--- src/rtl/svm_load_sequencer_if.sv ---
// Handshake and bus bundle between the SVM load sequencer, the memory
// manager, the weight/data register array and the dot-product engine.
interface svm_load_sequencer_if #(
   parameter int unsigned ADDR_WIDTH = 16
);
   // job control
   logic                  start;
   logic [5:0]            num_dim;
   logic [ADDR_WIDTH-1:0] weight_base;
   logic [ADDR_WIDTH-1:0] data_base;
   logic                  busy;
   logic                  done;
   logic                  err;
   // memory manager read port
   logic                  mem_rd_req;
   logic [ADDR_WIDTH-1:0] mem_rd_addr;
   logic                  mem_rd_gnt;
   // register array control
   logic                  clear_weights_n_data;
   logic                  loading_weights;
   logic                  loading_data;
   logic [5:0]            svm_ctrl_part_num_dim;
   logic                  weights_progd;
   logic                  data_vec_progd;
   // dot-product engine
   logic                  compute_start;
   logic                  compute_done;

   // sequencer side
   modport master (
      input  start, num_dim, weight_base, data_base,
      input  mem_rd_gnt, weights_progd, data_vec_progd, compute_done,
      output busy, done, err,
      output mem_rd_req, mem_rd_addr,
      output clear_weights_n_data, loading_weights, loading_data,
      output svm_ctrl_part_num_dim, compute_start
   );

   // environment side (job source, memory manager, array, engine)
   modport slave (
      output start, num_dim, weight_base, data_base,
      output mem_rd_gnt, weights_progd, data_vec_progd, compute_done,
      input  busy, done, err,
      input  mem_rd_req, mem_rd_addr,
      input  clear_weights_n_data, loading_weights, loading_data,
      input  svm_ctrl_part_num_dim, compute_start
   );
endinterface

--- src/rtl/svm_load_sequencer.sv ---
// SVM load sequencer: clears the register array, fetches num_dim weights
// then num_dim data words through the memory manager, launches the
// dot-product and reports done, or err on a bad dimension or a stuck wait.
module svm_load_sequencer #(
   parameter int unsigned ADDR_WIDTH     = 16,
   parameter int unsigned TIMEOUT_CYCLES = 256
) (
   input logic                 clk,
   input logic                 rst_n,
   svm_load_sequencer_if.master bus
);

   localparam int unsigned DIM_W  = 6;
   localparam int unsigned WAIT_W = $clog2(TIMEOUT_CYCLES) + 1;
   localparam logic [DIM_W-1:0]  MAX_DIM   = DIM_W'(32);
   localparam logic [WAIT_W-1:0] WAIT_LAST = WAIT_W'(TIMEOUT_CYCLES - 1);

   typedef enum logic [2:0] {
      S_IDLE, S_CLEAR, S_REQ_W, S_WAIT_W, S_REQ_D, S_WAIT_D, S_COMPUTE, S_DONE
   } state_t;

   state_t                state_q, state_d;
   logic [DIM_W-1:0]      req_cnt_q, req_cnt_d;
   logic [WAIT_W-1:0]     wait_cnt_q, wait_cnt_d;
   logic [DIM_W-1:0]      num_dim_q, num_dim_d;
   logic [ADDR_WIDTH-1:0] wbase_q, wbase_d;
   logic [ADDR_WIDTH-1:0] dbase_q, dbase_d;

   logic                  busy_q, busy_d;
   logic                  done_q, done_d;
   logic                  err_q, err_d;
   logic                  req_q, req_d;
   logic [ADDR_WIDTH-1:0] addr_q, addr_d;
   logic                  clear_q, clear_d;
   logic                  lw_q, lw_d;
   logic                  ld_q, ld_d;
   logic                  cstart_q, cstart_d;

   logic                  timeout_c;
   logic [DIM_W-1:0]      last_idx_c;

   // Next-state, counters and next values of every registered output
   always_comb begin
      state_d    = state_q;
      req_cnt_d  = req_cnt_q;
      wait_cnt_d = wait_cnt_q;
      num_dim_d  = num_dim_q;
      wbase_d    = wbase_q;
      dbase_d    = dbase_q;
      err_d      = 1'b0;
      clear_d    = 1'b0;
      cstart_d   = 1'b0;
      addr_d     = addr_q;
      timeout_c  = (wait_cnt_q == WAIT_LAST);
      last_idx_c = num_dim_q - DIM_W'(1);

      case (state_q)
         S_IDLE: begin
            if (bus.start) begin
               if ((bus.num_dim != '0) && (bus.num_dim <= MAX_DIM)) begin
                  num_dim_d = bus.num_dim;
                  wbase_d   = bus.weight_base;
                  dbase_d   = bus.data_base;
                  state_d   = S_CLEAR;
               end else begin
                  err_d = 1'b1;
               end
            end
         end
         S_CLEAR: begin
            state_d   = S_REQ_W;
            req_cnt_d = '0;
         end
         S_REQ_W: begin
            if (bus.mem_rd_gnt) begin
               if (req_cnt_q == last_idx_c) begin
                  state_d    = S_WAIT_W;
                  req_cnt_d  = '0;
                  wait_cnt_d = '0;
               end else begin
                  req_cnt_d = req_cnt_q + DIM_W'(1);
               end
            end
         end
         S_WAIT_W: begin
            if (bus.weights_progd) begin
               state_d   = S_REQ_D;
               req_cnt_d = '0;
            end else if (timeout_c) begin
               state_d = S_IDLE;
               err_d   = 1'b1;
               clear_d = 1'b1;
            end else begin
               wait_cnt_d = wait_cnt_q + WAIT_W'(1);
            end
         end
         S_REQ_D: begin
            if (bus.mem_rd_gnt) begin
               if (req_cnt_q == last_idx_c) begin
                  state_d    = S_WAIT_D;
                  req_cnt_d  = '0;
                  wait_cnt_d = '0;
               end else begin
                  req_cnt_d = req_cnt_q + DIM_W'(1);
               end
            end
         end
         S_WAIT_D: begin
            if (bus.data_vec_progd) begin
               state_d    = S_COMPUTE;
               wait_cnt_d = '0;
               cstart_d   = 1'b1;
            end else if (timeout_c) begin
               state_d = S_IDLE;
               err_d   = 1'b1;
               clear_d = 1'b1;
            end else begin
               wait_cnt_d = wait_cnt_q + WAIT_W'(1);
            end
         end
         S_COMPUTE: begin
            if (bus.compute_done) begin
               state_d = S_DONE;
            end else if (timeout_c) begin
               state_d = S_IDLE;
               err_d   = 1'b1;
               clear_d = 1'b1;
            end else begin
               wait_cnt_d = wait_cnt_q + WAIT_W'(1);
            end
         end
         S_DONE: begin
            state_d = S_IDLE;
         end
         default: begin
            state_d = S_IDLE;
         end
      endcase

      if (state_d == S_CLEAR) clear_d = 1'b1;

      // outputs are registered, so they follow the state being entered
      busy_d = (state_d != S_IDLE);
      done_d = (state_d == S_DONE);
      req_d  = (state_d == S_REQ_W) || (state_d == S_REQ_D);
      lw_d   = (state_d == S_REQ_W) || (state_d == S_WAIT_W);
      ld_d   = (state_d == S_REQ_D) || (state_d == S_WAIT_D);
      if (state_d == S_REQ_W) begin
         addr_d = wbase_d + ADDR_WIDTH'(req_cnt_d);
      end else if (state_d == S_REQ_D) begin
         addr_d = dbase_d + ADDR_WIDTH'(req_cnt_d);
      end
   end

   // State, counters, latched job parameters and output registers
   always_ff @(posedge clk) begin
      if (!rst_n) begin
         state_q    <= S_IDLE;
         req_cnt_q  <= '0;
         wait_cnt_q <= '0;
         num_dim_q  <= '0;
         wbase_q    <= '0;
         dbase_q    <= '0;
         busy_q     <= 1'b0;
         done_q     <= 1'b0;
         err_q      <= 1'b0;
         req_q      <= 1'b0;
         addr_q     <= '0;
         clear_q    <= 1'b0;
         lw_q       <= 1'b0;
         ld_q       <= 1'b0;
         cstart_q   <= 1'b0;
      end else begin
         state_q    <= state_d;
         req_cnt_q  <= req_cnt_d;
         wait_cnt_q <= wait_cnt_d;
         num_dim_q  <= num_dim_d;
         wbase_q    <= wbase_d;
         dbase_q    <= dbase_d;
         busy_q     <= busy_d;
         done_q     <= done_d;
         err_q      <= err_d;
         req_q      <= req_d;
         addr_q     <= addr_d;
         clear_q    <= clear_d;
         lw_q       <= lw_d;
         ld_q       <= ld_d;
         cstart_q   <= cstart_d;
      end
   end

   assign bus.busy                  = busy_q;
   assign bus.done                  = done_q;
   assign bus.err                   = err_q;
   assign bus.mem_rd_req            = req_q;
   assign bus.mem_rd_addr           = addr_q;
   assign bus.clear_weights_n_data  = clear_q;
   assign bus.loading_weights       = lw_q;
   assign bus.loading_data          = ld_q;
   assign bus.svm_ctrl_part_num_dim = num_dim_q;
   assign bus.compute_start         = cstart_q;

endmodule
--- src/flat_wrapper.sv ---
// flat-port wrapper written by rule: the top's interface ports become plain ports
module svm_load_sequencer_flat 
#(
   parameter int unsigned ADDR_WIDTH     = 16,
   parameter int unsigned TIMEOUT_CYCLES = 256
)
  (clk, rst_n, bus_start, bus_num_dim, bus_weight_base, bus_data_base, bus_mem_rd_gnt, bus_weights_progd, bus_data_vec_progd, bus_compute_done, bus_busy, bus_done, bus_err, bus_mem_rd_req, bus_mem_rd_addr, bus_clear_weights_n_data, bus_loading_weights, bus_loading_data, bus_svm_ctrl_part_num_dim, bus_compute_start);
  svm_load_sequencer_if #(.ADDR_WIDTH(ADDR_WIDTH)) bus_i ();
  input logic clk;
  input logic rst_n;
  input wire logic [$bits(bus_i.start)-1:0] bus_start;
  input wire logic [$bits(bus_i.num_dim)-1:0] bus_num_dim;
  input wire logic [$bits(bus_i.weight_base)-1:0] bus_weight_base;
  input wire logic [$bits(bus_i.data_base)-1:0] bus_data_base;
  input wire logic [$bits(bus_i.mem_rd_gnt)-1:0] bus_mem_rd_gnt;
  input wire logic [$bits(bus_i.weights_progd)-1:0] bus_weights_progd;
  input wire logic [$bits(bus_i.data_vec_progd)-1:0] bus_data_vec_progd;
  input wire logic [$bits(bus_i.compute_done)-1:0] bus_compute_done;
  output wire logic [$bits(bus_i.busy)-1:0] bus_busy;
  output wire logic [$bits(bus_i.done)-1:0] bus_done;
  output wire logic [$bits(bus_i.err)-1:0] bus_err;
  output wire logic [$bits(bus_i.mem_rd_req)-1:0] bus_mem_rd_req;
  output wire logic [$bits(bus_i.mem_rd_addr)-1:0] bus_mem_rd_addr;
  output wire logic [$bits(bus_i.clear_weights_n_data)-1:0] bus_clear_weights_n_data;
  output wire logic [$bits(bus_i.loading_weights)-1:0] bus_loading_weights;
  output wire logic [$bits(bus_i.loading_data)-1:0] bus_loading_data;
  output wire logic [$bits(bus_i.svm_ctrl_part_num_dim)-1:0] bus_svm_ctrl_part_num_dim;
  output wire logic [$bits(bus_i.compute_start)-1:0] bus_compute_start;
  assign bus_i.start = bus_start;
  assign bus_i.num_dim = bus_num_dim;
  assign bus_i.weight_base = bus_weight_base;
  assign bus_i.data_base = bus_data_base;
  assign bus_i.mem_rd_gnt = bus_mem_rd_gnt;
  assign bus_i.weights_progd = bus_weights_progd;
  assign bus_i.data_vec_progd = bus_data_vec_progd;
  assign bus_i.compute_done = bus_compute_done;
  assign bus_busy = bus_i.busy;
  assign bus_done = bus_i.done;
  assign bus_err = bus_i.err;
  assign bus_mem_rd_req = bus_i.mem_rd_req;
  assign bus_mem_rd_addr = bus_i.mem_rd_addr;
  assign bus_clear_weights_n_data = bus_i.clear_weights_n_data;
  assign bus_loading_weights = bus_i.loading_weights;
  assign bus_loading_data = bus_i.loading_data;
  assign bus_svm_ctrl_part_num_dim = bus_i.svm_ctrl_part_num_dim;
  assign bus_compute_start = bus_i.compute_start;
  svm_load_sequencer #(.ADDR_WIDTH(ADDR_WIDTH), .TIMEOUT_CYCLES(TIMEOUT_CYCLES)) u_core (.clk(clk), .rst_n(rst_n), .bus(bus_i));
endmodule
--- config.mk ---
export PLATFORM = sky130hd
export DESIGN_NAME = svm_load_sequencer_flat
export DESIGN_NICKNAME = d
export VERILOG_FILES = /design/src/rtl/svm_load_sequencer_if.sv /design/src/rtl/svm_load_sequencer.sv /design/src/flat_wrapper.sv
export SDC_FILE = /design/constraint.sdc
export NUM_CORES = 1
export LEC_CHECK = 0
export ABC_AREA = 0
export CORE_UTILIZATION = 40
export CTS_BUF_LIST = sky130_fd_sc_hd__clkbuf_16
export DETAILED_ROUTE_END_ITERATION = 7
export MAX_ROUTING_LAYER = met4
export PLACE_DENSITY_LB_ADDON = 0.05
export RECOVER_POWER = 100
export SYNTH_ARGS = -nofsm -noshare
export SYNTH_HDL_FRONTEND = slang
export SYNTH_SLANG_ARGS = --single-unit
export TNS_END_PERCENT = 5
--- constraint.sdc ---
create_clock -name clk -period 9.1 [get_ports clk]
set_input_delay 2.275 -clock clk [delete_from_list [all_inputs] [get_ports clk]]
set_output_delay 2.275 -clock clk [all_outputs]
set_load 0.02 [all_outputs]
==> flow_summary.toml <==
[sta]
clock_skew_ps = 8.38
setup_slack_ps = 1340
fin_crit_ps = 7760
fmax_mhz = 129
hold_slack_ps = 434
rsz0062_at_grt = "false"
worst_pin_slew_ps = 2220
setup_viol = 0
slew_headroom_pct = -48.0
maxSlewViolCount = 76
hold_viol_final = 0
finalCritPeriodShare_pct = 85.2
finalSetupTns_ps = 0

[setup_path]
startpoint_type = "primary input"
crit_buf_inv = 2
worstPathRequired_ps = 9240
rr_startpoint = "u_core.bus.svm_ctrl_part_num_dim[0]"
r2r-end = "u_core.bus.mem_rd_addr[14]"
crit_top_cell = "o21ai_0"
worstSetupPathType = "primary input to flip-flop"
r2r_slack_ps = 3400
cp.arrival_ps = 7890
cp_max_fo = 14
critPathLaunch = "bus_num_dim[0]"
cp_slowest_cell = "nand3_1"
endpoint_kind = "flip-flop"
r2r_cells = 20
max_stage_delay_ps = 680
cp_cell_sequence = "dlygate4sd3_1 -> or4_1 -> o211a_1 -> or2_2 -> a311oi_4 -> nand3_1 -> mux2i_1 -> o21ai_0 -> ha_1 -> inv_1 -> fa_1 -> nor2b_1 -> o21ai_0 -> a21boi_0 -> o21a_1 -> nor2_1 -> nor4_1 -> a21o_1 -> a31oi_1"
crit_family = "simple AND/OR/NAND/NOR gates"

[global_routing]
antenna_found_initial = 0
globalRouteTotalUtil_pct = 20.0
overflow = 0
grt_first_pass_wirelength_um = 17300
grt_pass1_vias = 3597
grt_max_degree = 72

[synth]
synth_edf_count = 0
syn_nets = 583
synthTopCellsByArea = "dfxtp_1, nand2_1, a21boi_0, mux2i_1, o21ai_0"
synth_warnings = 0
synthMostInstantiatedCell = "nand2_1"
ys_top_cells_by_count = "nand2_1, dfxtp_1, a21boi_0, o21ai_0, nor2_1"
syn_area_um2 = 4320
ys_types = 60
synth_seq_cells = 80
synthCells = 528
ys.flop_type = "dfxtp_1"
synth_top_cell_area_share_pct = 37.0
synth-seq-area-share_pct = 37.0
async_reset_ff_share_pct = 0
synth_area_leader_cell = "dfxtp_1"
avgSynthCellArea_um2 = 8.19

[layout]
layoutNonFillerInstCount = 726
nNetsFinal = 640
n_fill_cell = 1028
n_antenna_cell = 0
post_route_cells_drive_above_1_share_pct = 4.92
area_growth_pct = 24.4

[floorplan]
die-area_um2 = 11200
initial_utilization_pct = 41.5
core_area_um2 = 10400
ioPinCount = 75
rows = 37
die_w_um = 106
die_y_um = 106

[hold_path]
hp-class = "flip-flop to flip-flop"
hold_path_end = "u_core.wait_cnt_q[8]"
hold_start = "u_core.wait_cnt_q[8]"
whs_path_depth = 2

[outcome]
violations = "max-capacitance violations, max-slew violations"
status = "finished with violations"

[detailed_routing]
drtPass1Iterations = 4
wire_per_inst_um = 14.6
vias = 3813
totalWireLength_um = 10600
drtIter0Drc = 188
drt-vias-per-instance = 5.25
ant_nets = 0
drc_errors = 0

[power_and_ir_drop]
p_leak_nw = 2.11
p_total_mw = 1.11
ir_drop_mv = 0.0870
p_per_area_nw_per_um2 = 206

[clocking]
clock_sinks = 80
clock-root-buffer = "clkbuf_16"
numCtsBuffers = 9
cts.hold.buffers_added = 0
cts_resized = 0
clockBufferDepth = 2
post_cts_buffers = 0
clock_latency_ps = 340
cts.clk_slew.worst_paths_ps = 60
htreeDepth = 3
cts_tree = "yes"

[place]
place_ws_ps = 1660
dp_cells = 710
port_buffers = 74
place_congestion = 0.821
dp_hpwl_um = 7410

[flow_run]
maxCapViolCount = 2
## sequential cells by signal, indices dropped and copies added (netlist names), 3 cells and up
register and count:
u_core.state_q 3, u_core.wbase_q 16, u_core.dbase_q 16, u_core.req_cnt_q 6, u_core.bus.mem_rd_addr 16, u_core.bus.svm_ctrl_part_num_dim 6
u_core.wait_cnt_q 9
## power by group
group	leakage, nW	internal [mW]	switching [mW]	total (mW)
sequential	0.652	0.390	0.0296	0.420
clock	0.140	0.210	0.147	0.357
combinational	1.32	0.140	0.193	0.333
total	2.11	0.740	0.369	1.11
## per-stage QoR
stage,area (um2),utilization (%)
2_1_floorplan,4320,-
3_3_place_gp,5120,49.1
3_5_place_dp,5120,49.1
4_1_cts,5410,51.9
5_1_grt,5380,51.6
6_report,5380,51.6
## placed cells by master, fill, tap and decap left out, drive strengths merged, types with 6 or more instances in the layout
cell type and count:
nand2 100, dfxtp 80, clkdlybuf4s50 39, a21boi 38
dlygate4sd3 34, o21ai 27, nor2 27, inv 21
mux2i 19, a21oi 17, and2 15, nor2b 13
nand3 13, xor2 12, a31oi 11, xnor2 10
clkbuf 10, ha 9, o22ai 8, o21a 7
and3 6
## worst max-delay path by stage
stage / end / slack, ps / depth (start not counted)
2_1_floorplan: u_core.bus.mem_rd_addr[8] / 2910 / 20
3_3_place_gp: u_core.bus.mem_rd_addr[11] / 1820 / 18
3_5_place_dp: u_core.bus.mem_rd_addr[11] / 1660 / 18
4_1_cts: u_core.bus.mem_rd_addr[11] / 2000 / 18
5_1_grt: u_core.bus.mem_rd_addr[14] / 920 / 19
6_report: u_core.bus.mem_rd_addr[14] / 1340 / 19
## routing by layer
metal	up-vias	GRT usage, %	part of all wire (%)
li1	1957	-	-
met1	1766	25.3	48
met2	82	32.3	46
met3	8	4.41	4.1
met4	0	5.46	1.1
met5	-	-	0
## cells by family after synthesis
family	count (synthesis)	share of synthesized area (%)
AND/OR/NAND/NOR	203	22.5
AO/OA/AOI/OAI	141	22.9
XOR/XNOR	22	4.46
buffers and inverters	50	4.83
adder cells (fa/ha/maj)	10	3.07
flip-flops	80	37.0
multiplexers	22	5.27
## area by class of cell
class	instances	area [um2]	share of cell area, %
repair buffers	77	754	14.0
well taps	136	170	3.16
clock buffers	9	225	4.19
inverters	19	71.3	1.33
clock inverters	7	65.1	1.21
multi-input cells	398	2490	46.3
flip-flops and latches	80	1600	29.8
## tightest hold or removal path: stages (launching register included)
cell	delay [ps]
dfxtp_1	310
inv_1	50
a311oi_1	30
No activity file was read; power rests on OpenSTA's default activity.
